--- src/rtl/alu_acc_ctrl_pkg.sv ---
// Shared types and constants for the ALU accumulator controller and its bench stub.
package alu_acc_ctrl_pkg;

    localparam int WIDTH_DEF = 4;
    localparam int SEL_W_DEF = 3;

    typedef enum logic {
        ST_IDLE  = 1'b0,
        ST_DRIVE = 1'b1
    } state_e;

    localparam logic [SEL_W_DEF-1:0] SEL_AND = 3'd0;
    localparam logic [SEL_W_DEF-1:0] SEL_ADD = 3'd2;

endpackage

--- src/rtl/alu_acc_ctrl_if.sv ---
// Command handshake bundle: one operand/select/load command per valid&ready edge.
interface alu_acc_ctrl_if #(
    parameter int WIDTH = 4,
    parameter int SEL_W = 3
);
    logic             cmd_valid;
    logic             cmd_ready;
    logic [WIDTH-1:0] cmd_operand;
    logic [SEL_W-1:0] cmd_sel;
    logic             cmd_load;

    modport master (
        output cmd_valid,
        output cmd_operand,
        output cmd_sel,
        output cmd_load,
        input  cmd_ready
    );

    modport slave (
        input  cmd_valid,
        input  cmd_operand,
        input  cmd_sel,
        input  cmd_load,
        output cmd_ready
    );
endinterface

--- src/rtl/alu_acc_ctrl.sv ---
// Sequences commands into an external combinational ALU and writes its result
// back into a registered accumulator with zero flag, done pulse and op counter.
module alu_acc_ctrl
    import alu_acc_ctrl_pkg::*;
#(
    parameter int WIDTH       = WIDTH_DEF,
    parameter int SEL_W       = SEL_W_DEF,
    parameter int EXEC_CYCLES = 1
) (
    input  logic             clk,
    input  logic             reset,
    alu_acc_ctrl_if.slave    cmd,
    input  logic             clr,
    output logic [WIDTH-1:0] alu_a,
    output logic [WIDTH-1:0] alu_b,
    output logic [SEL_W-1:0] alu_sel,
    input  logic [WIDTH-1:0] alu_out,
    output logic [WIDTH-1:0] acc,
    output logic             zero,
    output logic             done,
    output logic [7:0]       op_count
);

    localparam logic [3:0] CNT_INIT = 4'(EXEC_CYCLES - 1);

    state_e           state_q, state_d;
    logic [3:0]       cnt_q, cnt_d;
    logic [WIDTH-1:0] acc_q, acc_d;
    logic             zero_q, zero_d;
    logic             done_q, done_d;
    logic [7:0]       op_count_q, op_count_d;
    logic [WIDTH-1:0] alu_a_q, alu_a_d;
    logic [WIDTH-1:0] alu_b_q, alu_b_d;
    logic [SEL_W-1:0] alu_sel_q, alu_sel_d;
    logic             load_q, load_d;
    logic [WIDTH-1:0] result;

    assign cmd.cmd_ready = (state_q == ST_IDLE) && !clr;

    always_comb begin
        state_d    = state_q;
        cnt_d      = cnt_q;
        acc_d      = acc_q;
        zero_d     = zero_q;
        done_d     = 1'b0;
        op_count_d = op_count_q;
        alu_a_d    = alu_a_q;
        alu_b_d    = alu_b_q;
        alu_sel_d  = alu_sel_q;
        load_d     = load_q;
        result     = load_q ? alu_b_q : alu_out;

        unique case (state_q)
            ST_IDLE: begin
                if (clr) begin
                    acc_d  = '0;
                    zero_d = 1'b1;
                end else if (cmd.cmd_valid) begin
                    alu_a_d   = acc_q;
                    alu_b_d   = cmd.cmd_operand;
                    alu_sel_d = cmd.cmd_sel;
                    load_d    = cmd.cmd_load;
                    cnt_d     = CNT_INIT;
                    state_d   = ST_DRIVE;
                end
            end
            ST_DRIVE: begin
                if (cnt_q != 4'd0) begin
                    cnt_d = cnt_q - 4'd1;
                end else begin
                    acc_d   = result;
                    zero_d  = (result == '0);
                    done_d  = 1'b1;
                    state_d = ST_IDLE;
                    if (op_count_q != 8'hFF) begin
                        op_count_d = op_count_q + 8'd1;
                    end
                end
            end
            default: state_d = ST_IDLE;
        endcase
    end

    always_ff @(posedge clk) begin
        if (reset) begin
            state_q    <= ST_IDLE;
            cnt_q      <= '0;
            acc_q      <= '0;
            zero_q     <= 1'b1;
            done_q     <= 1'b0;
            op_count_q <= '0;
            alu_a_q    <= '0;
            alu_b_q    <= '0;
            alu_sel_q  <= '0;
            load_q     <= 1'b0;
        end else begin
            state_q    <= state_d;
            cnt_q      <= cnt_d;
            acc_q      <= acc_d;
            zero_q     <= zero_d;
            done_q     <= done_d;
            op_count_q <= op_count_d;
            alu_a_q    <= alu_a_d;
            alu_b_q    <= alu_b_d;
            alu_sel_q  <= alu_sel_d;
            load_q     <= load_d;
        end
    end

    assign alu_a    = alu_a_q;
    assign alu_b    = alu_b_q;
    assign alu_sel  = alu_sel_q;
    assign acc      = acc_q;
    assign zero     = zero_q;
    assign done     = done_q;
    assign op_count = op_count_q;

endmodule

--- src/flat_wrapper.sv ---
// flat-port wrapper written by rule: the top's interface ports become plain ports
module alu_acc_ctrl_flat import alu_acc_ctrl_pkg::*;
#(
    parameter int WIDTH       = WIDTH_DEF,
    parameter int SEL_W       = SEL_W_DEF,
    parameter int EXEC_CYCLES = 1
)
  (clk, reset, clr, alu_a, alu_b, alu_sel, alu_out, acc, zero, done, op_count, cmd_cmd_valid, cmd_cmd_operand, cmd_cmd_sel, cmd_cmd_load, cmd_cmd_ready);
  alu_acc_ctrl_if #(.WIDTH(WIDTH), .SEL_W(SEL_W)) cmd_i ();
  input  logic clk;
  input  logic reset;
  input  logic clr;
  output logic [WIDTH-1:0] alu_a;
  output logic [WIDTH-1:0] alu_b;
  output logic [SEL_W-1:0] alu_sel;
  input  logic [WIDTH-1:0] alu_out;
  output logic [WIDTH-1:0] acc;
  output logic zero;
  output logic done;
  output logic [7:0] op_count;
  input wire logic [$bits(cmd_i.cmd_valid)-1:0] cmd_cmd_valid;
  input wire logic [$bits(cmd_i.cmd_operand)-1:0] cmd_cmd_operand;
  input wire logic [$bits(cmd_i.cmd_sel)-1:0] cmd_cmd_sel;
  input wire logic [$bits(cmd_i.cmd_load)-1:0] cmd_cmd_load;
  output wire logic [$bits(cmd_i.cmd_ready)-1:0] cmd_cmd_ready;
  assign cmd_i.cmd_valid = cmd_cmd_valid;
  assign cmd_i.cmd_operand = cmd_cmd_operand;
  assign cmd_i.cmd_sel = cmd_cmd_sel;
  assign cmd_i.cmd_load = cmd_cmd_load;
  assign cmd_cmd_ready = cmd_i.cmd_ready;
  alu_acc_ctrl #(.WIDTH(WIDTH), .SEL_W(SEL_W), .EXEC_CYCLES(EXEC_CYCLES)) u_core (.clk(clk), .reset(reset), .cmd(cmd_i), .clr(clr), .alu_a(alu_a), .alu_b(alu_b), .alu_sel(alu_sel), .alu_out(alu_out), .acc(acc), .zero(zero), .done(done), .op_count(op_count));
endmodule
--- config.mk ---
export PLATFORM = sky130hd
export DESIGN_NAME = alu_acc_ctrl_flat
export DESIGN_NICKNAME = d
export VERILOG_FILES = /design/src/rtl/alu_acc_ctrl_pkg.sv /design/src/rtl/alu_acc_ctrl_if.sv /design/src/rtl/alu_acc_ctrl.sv /design/src/flat_wrapper.sv
export SDC_FILE = /design/constraint.sdc
export NUM_CORES = 1
export LEC_CHECK = 0
export BUFFER_PORTS_ARGS = -buffer_cell sky130_fd_sc_hd__buf_4
export CAP_MARGIN = 10
export CORE_AREA = 3 3 57 59
export CTS_CLUSTER_DIAMETER = 200
export DETAILED_ROUTE_END_ITERATION = 6
export DIE_AREA = 0 0 60 62
export PLACE_DENSITY = 0.83
export SYNTH_ARGS = -nofsm -noshare
export SYNTH_HDL_FRONTEND = slang
export SYNTH_SLANG_ARGS = --single-unit
--- constraint.sdc ---
create_clock -name clk -period 1.9 [get_ports clk]
set_input_delay 0.19 -clock clk [delete_from_list [all_inputs] [get_ports clk]]
set_output_delay 0.19 -clock clk [all_outputs]
set_load 0.005 [all_outputs]
Word level (Yosys, flattened, before mapping)
Cells that the tools add are included.
{"block": "classes", "shifts": 0, "bitwise": 3, "mux": 16, "mul": 0, "n_div": 0, "order_cmp": 0, "addsub": 2, "n_eq_ne": 6, "n_reduce_logical": 9}
{"cell": "2-to-1 mux 4 bit", "count": 6}
{"cell": "one-hot mux 4 bit (2 select lines)", "count": 2}
{"cell": "inequality test 2 bit, second input constant", "count": 5}
{"cell": "AND reduction 3 bit", "count": 3}
{"cell": "adder 8 x 1 -> 8 bit, second input constant", "count": 1}
{"cell": "inequality test 8 bit, second input constant", "count": 1}
{"cell": "2-to-1 mux 1 bit", "count": 6}
{"cell": "logical NOT 4 bit", "count": 1}
{"cell": "one-hot mux 1 bit (2 select lines)", "count": 2}
{"cell": "nonzero test 4 bit", "count": 1}
{"cell": "subtractor 4 x 1 -> 4 bit, second input constant", "count": 1}
{"cell": "NOT 1 bit", "count": 3}
{"cell": "AND reduction 2 bit", "count": 1}
{"cell": "OR reduction 2 bit", "count": 1}
{"cell": "logical AND 1 bit", "count": 1}
{"cell": "logical NOT 1 bit", "count": 1}
{"block": "totals", "inputBits": 16, "mem_bits_rw": 0, "latchBits": 0, "wordCells": 46, "mem_bits_ro": 0, "output_inout_bits": 26, "memories": 0, "register_bits": 31}

Longest topological paths before layout
{"block": "logic_depth", "ltp_word": 4, "mapped_depth": 7}

Worst setup path after synthesis
No wires, ideal clock.
{"block": "synth_path", "kind": "register to register", "from": "reg u_core.cnt_q[0]", "to": "reg u_core.acc_q[0] (netlist: u_core.acc[0])", "t_required_ns": 1.772, "slack_ns": 0.308, "t_arrival_ns": 1.465, "n_path_buf": 1, "path_stages_with_launch": 8, "path_cell_list": "dfxtp_1 inv_1 ha_1 or3b_1 buf_6 a21o_4 a22oi_1 nor2_1"}
{"block": "synth_between", "elab_chain_cells": 3}
{"item": "start: declaration", "line": "alu_acc_ctrl.sv:27", "source": "logic [3:0] cnt_q, cnt_d;"}
{"item": "start signal: assignment", "line": "alu_acc_ctrl.sv:98", "source": "cnt_q <= cnt_d;"}
{"item": "nonzero test 4 bit", "line": "alu_acc_ctrl.sv:68", "source": "if (cnt_q != 4'd0) begin"}
{"item": "inequality test 2 bit (no source line)"}
{"item": "AND reduction 2 bit (no source line)"}
{"item": "end signal: assignment", "line": "alu_acc_ctrl.sv:88", "source": "acc_q <= '0;"}
{"item": "end signal: assignment", "line": "alu_acc_ctrl.sv:99", "source": "acc_q <= acc_d;"}
{"item": "end: declaration", "line": "alu_acc_ctrl.sv:28", "source": "logic [WIDTH-1:0] acc_q, acc_d;"}
No other way between the ends.
A chain may end at the register's enable or synchronous reset.

Worst setup path in the final report
{"block": "layout_path", "from": "reg u_core.cnt_q[0]", "to": "reg u_core.acc_q[3] (netlist: u_core.acc[3])"}
The elaborated chain is that of the path after synthesis.

==> insert_results.sql <==
INSERT INTO impl_metrics (metric_group, metric, value, unit) VALUES
('drt', 'wirelength', '3129', 'µm'),
('floorplanning', 'chipWidth', '60', 'µm'),
('floorplanning', 'dieArea', '3720', 'µm²'),
('cells_and_area', 'fillers', '253', ''),
('synth', 'postSynthRegisterBits', '31', ''),
('sta', 'achievable-frequency', '571.6', 'MHz'),
('cts', 'cts.root.buffer_cell', 'clkbuf_4', ''),
('power', 'finalPower', '1.178', 'mW'),
('synth', 'yosys.cell_types.count', '32', ''),
('setup_path', 'worst_path_largest_cell_delay', '0.46', 'ns'),
('cts', 'cts.clk_slew.worst_paths', '0.09', 'ns'),
('synth', 'seq_area_frac_synth', '0.4649', ''),
('hold_path', 'holdCritPathClass', 'in2reg', ''),
('cts', 'cts_resized', '0', ''),
('floorplanning', 'boundaryPins', '42', ''),
('sta', 'report.final.slew_viol_count', '0', ''),
('drt', 'drt_first_iter_violations', '81', ''),
('synth', 'syn-mean-instance-area', '8.841', 'µm²'),
('grt', 'wire_length_of_the_first_global_routing_pass', '5002', 'µm'),
('placed_design', 'place.gp.congestion', '0.7649', ''),
('sta', 'finalSetupViolCount', '0', ''),
('placed_design', 'buffer_ports.inserted', '41', ''),
('setup_path', 'cell_by_cell_listing_of_the_critical_path', 'inv_1 > ha_1 > or3b_1 > a21o_4 > a22oi_1 > nor2_1', ''),
('cts', 'cts_htree_levels', '2', ''),
('cts', 'cts.repair_timing.setup_buffer_count', '0', ''),
('grt', 'first_global_vias', '1135', ''),
('sta', 'finalHoldViolCount', '0', ''),
('synth', 'postSynthCellCount', '151', ''),
('floorplanning', 'rows', '19', ''),
('power', 'static-leakage-power', '0.7268', 'nW'),
('synth', 'mapped_cell_area', '1335', 'µm²'),
('status', 'run_status', 'complete, no violations', ''),
('sta', 'max-slew-margin-rel', '0.6710', ''),
('setup_path', 'timing.critical_path.arrival', '1.97', 'ns'),
('cts', 'cts_hold_buffers', '0', ''),
('cts', 'cts_sink_cnt', '31', ''),
('floorplanning', 'core_area', '2758', 'µm²'),
('setup_path', 'critical_path.n_buffers_inverters', '1', ''),
('placed_design', 'placed_area', '1632', 'µm²'),
('cells_and_area', 'layout-area-overhead-vs-synth', '26.43', '%'),
('power', 'power.ir.vdd_worst', '0.0005373', 'V'),
('grt', 'grt.overflow.total', '0', ''),
('cts', 'tritoncts.num_buffers', '5', ''),
('cells_and_area', 'stdcell_area', '1688', 'µm²'),
('sta', 'post-route-min-period', '1.750', 'ns'),
('setup_path', 'critical_path.max_fanout', '6', ''),
('synth', 'synth-warning-count', '0', ''),
('drt', 'drc', '0', ''),
('floorplanning', 'vertical_die_dimension', '62', 'µm'),
('drt', 'drt-vias-per-instance', '5.342', ''),
('drt', 'dr_total_vias', '1186', ''),
('synth', 'synth_ff_type', 'dfxtp_1', ''),
('synth', 'synth.net_count', '170', ''),
('power', 'power-per-cell-area', '697.8', 'nW/µm²'),
('cts', 'cts_tree', 'done', ''),
('placed_design', 'detailed_place_hpwl', '2275', 'µm'),
('sta', 'max_slew.worst_pin.slew', '0.4923', 'ns'),
('setup_path', 'critPathSlowestCell', 'or3b_1', ''),
('cells_and_area', 'post_route_cells_drive_above_1_share', '0.3037', ''),
('sta', 'final.setup.tns', '0', 'ns'),
('grt', 'grt_max_degree', '33', ''),
('cells_and_area', 'multi_input_area', '653.1', 'µm²'),
('cells_and_area', 'finish.utilization', '0.6121', ''),
('drt', 'first_pass_iters', '4', ''),
('drt', 'detail-route-antenna-nets', '0', ''),
('setup_path', 'cp_num_cells', '6', ''),
('grt', 'number_of_antenna_violations_at_the_first_check_in_global_routing', '0', ''),
('setup_path', 'setup.worst_path.class', 'reg2reg', ''),
('setup_path', 'cp_top_family', 'simple AND/OR/NAND/NOR gates', ''),
('hold_path', 'hold_path_depth', '3', ''),
('setup_path', 'worstRegToRegCells', '6', '');
-- area by class of cell --
| type | count | share of cell area |
|---|---|---|
| multi-input combinational | 109 | 0.3870 |
| inverter | 3 | 0.006672 |
| sequential | 31 | 0.3677 |
| tap | 31 | 0.02298 |
| clock inverter | 1 | 0.002965 |
| timing repair buffer | 41 | 0.1824 |
| clock buffer | 6 | 0.03039 |
-- path summary, 6_finish.rpt --
check / start / endpoint / slack [ns]
max: u_core.cnt_q[0] / u_core.acc[3] / 0.15
min: cmd_cmd_operand[2] / u_core.alu_b[2] / 0.1
max reg2reg: u_core.cnt_q[0] / u_core.acc[3] / 0.15
min reg2reg: u_core.alu_a[2] / u_core.alu_a[2] / 0.47
-- flip-flops by register name, indices dropped and copies added, names as in the netlist --
| name | cells |
|---|---|
| u_core.load_q | 1 |
| u_core.alu_b | 4 |
| u_core.cnt_q | 4 |
| u_core.alu_a | 4 |
| u_core.alu_sel | 3 |
| u_core.zero | 1 |
| u_core.op_count | 8 |
| u_core.state_q | 1 |
| u_core.done | 1 |
| u_core.acc | 4 |
-- worst register-to-register path, stage by stage (launching register included) --
cell,delay [ns]
dfxtp_1,0.33
inv_1,0.10
ha_1,0.19
or3b_1,0.46
a21o_4,0.28
a22oi_1,0.21
nor2_1,0.07
-- metal layers --
metal | vias up | GRT usage | routed length [µm] | part of all wire
li1 | 592 | - | - | -
met1 | 544 | 0.2101 | 1251 | 0.40
met2 | 43 | 0.3148 | 1594 | 0.51
met3 | 7 | 0.06198 | 216 | 0.069
met4 | 0 | 0.08544 | 68 | 0.022
met5 | - | 0 | 0 | 0
-- power by group --
part / internal, mW / switching, mW
clock network: 0.171 / 0.218
registers: 0.664 / 0.0130
logic: 0.0583 / 0.0534
-- cells by family (layout without fill, tap and decap cells) --
group / count (synthesis) / after routing / share of synthesized area
XOR/XNOR: 8 / 8 / 0.05249
adder cells (fa/ha/maj): 3 / 3 / 0.02812
AND/OR/NAND/NOR: 67 / 67 / 0.2324
multiplexers: 6 / 6 / 0.04967
flip-flops: 31 / 31 / 0.4649
buffers and inverters: 11 / 51 / 0.04592
AO/OA/AOI/OAI: 25 / 25 / 0.1265
-- cell usage after synthesis (2+ instances only) --
library cell	instances	share of area
and2_1	2	0.0094
clkbuf_1	3	0.0084
nand4_1	2	0.0094
nand2_1	26	0.073
nand3_1	9	0.034
and3_1	2	0.0094
buf_4	3	0.017
ha_1	3	0.028
inv_1	3	0.0084
dfxtp_1	31	0.46
nor2_1	16	0.045
a22oi_1	4	0.022
xor2_1	8	0.052
mux2_2	5	0.042
nor3_1	3	0.011
a21oi_1	15	0.056
-- placed cells by master, fill, tap and decap left out, types with 2 or more instances in the layout --
cell / instances
buf_4: 41
dfxtp_1: 31
nand2_1: 26
nor2_1: 16
a21oi_1: 15
nand3_1: 9
xor2_1: 8
mux2_2: 5
clkbuf_4: 5
a22oi_1: 4
inv_1: 3
nor3_1: 3
ha_1: 3
and3_1: 2
and2_1: 2
nand4_1: 2
-- through the flow --
stage / cells / worst slack (ns) / hold slack, ns
floorplan: 151 / 0.3078 / 0.3260
global placement: 215 / 0.2810 / 0.4385
detailed placement: 215 / 0.1712 / 0.4519
CTS: 222 / 0.1619 / 0.08454
global route: 222 / 0.05392 / 0.08976
finish: 222 / 0.1504 / 0.09656
Power figures use the tool's default switching activity.
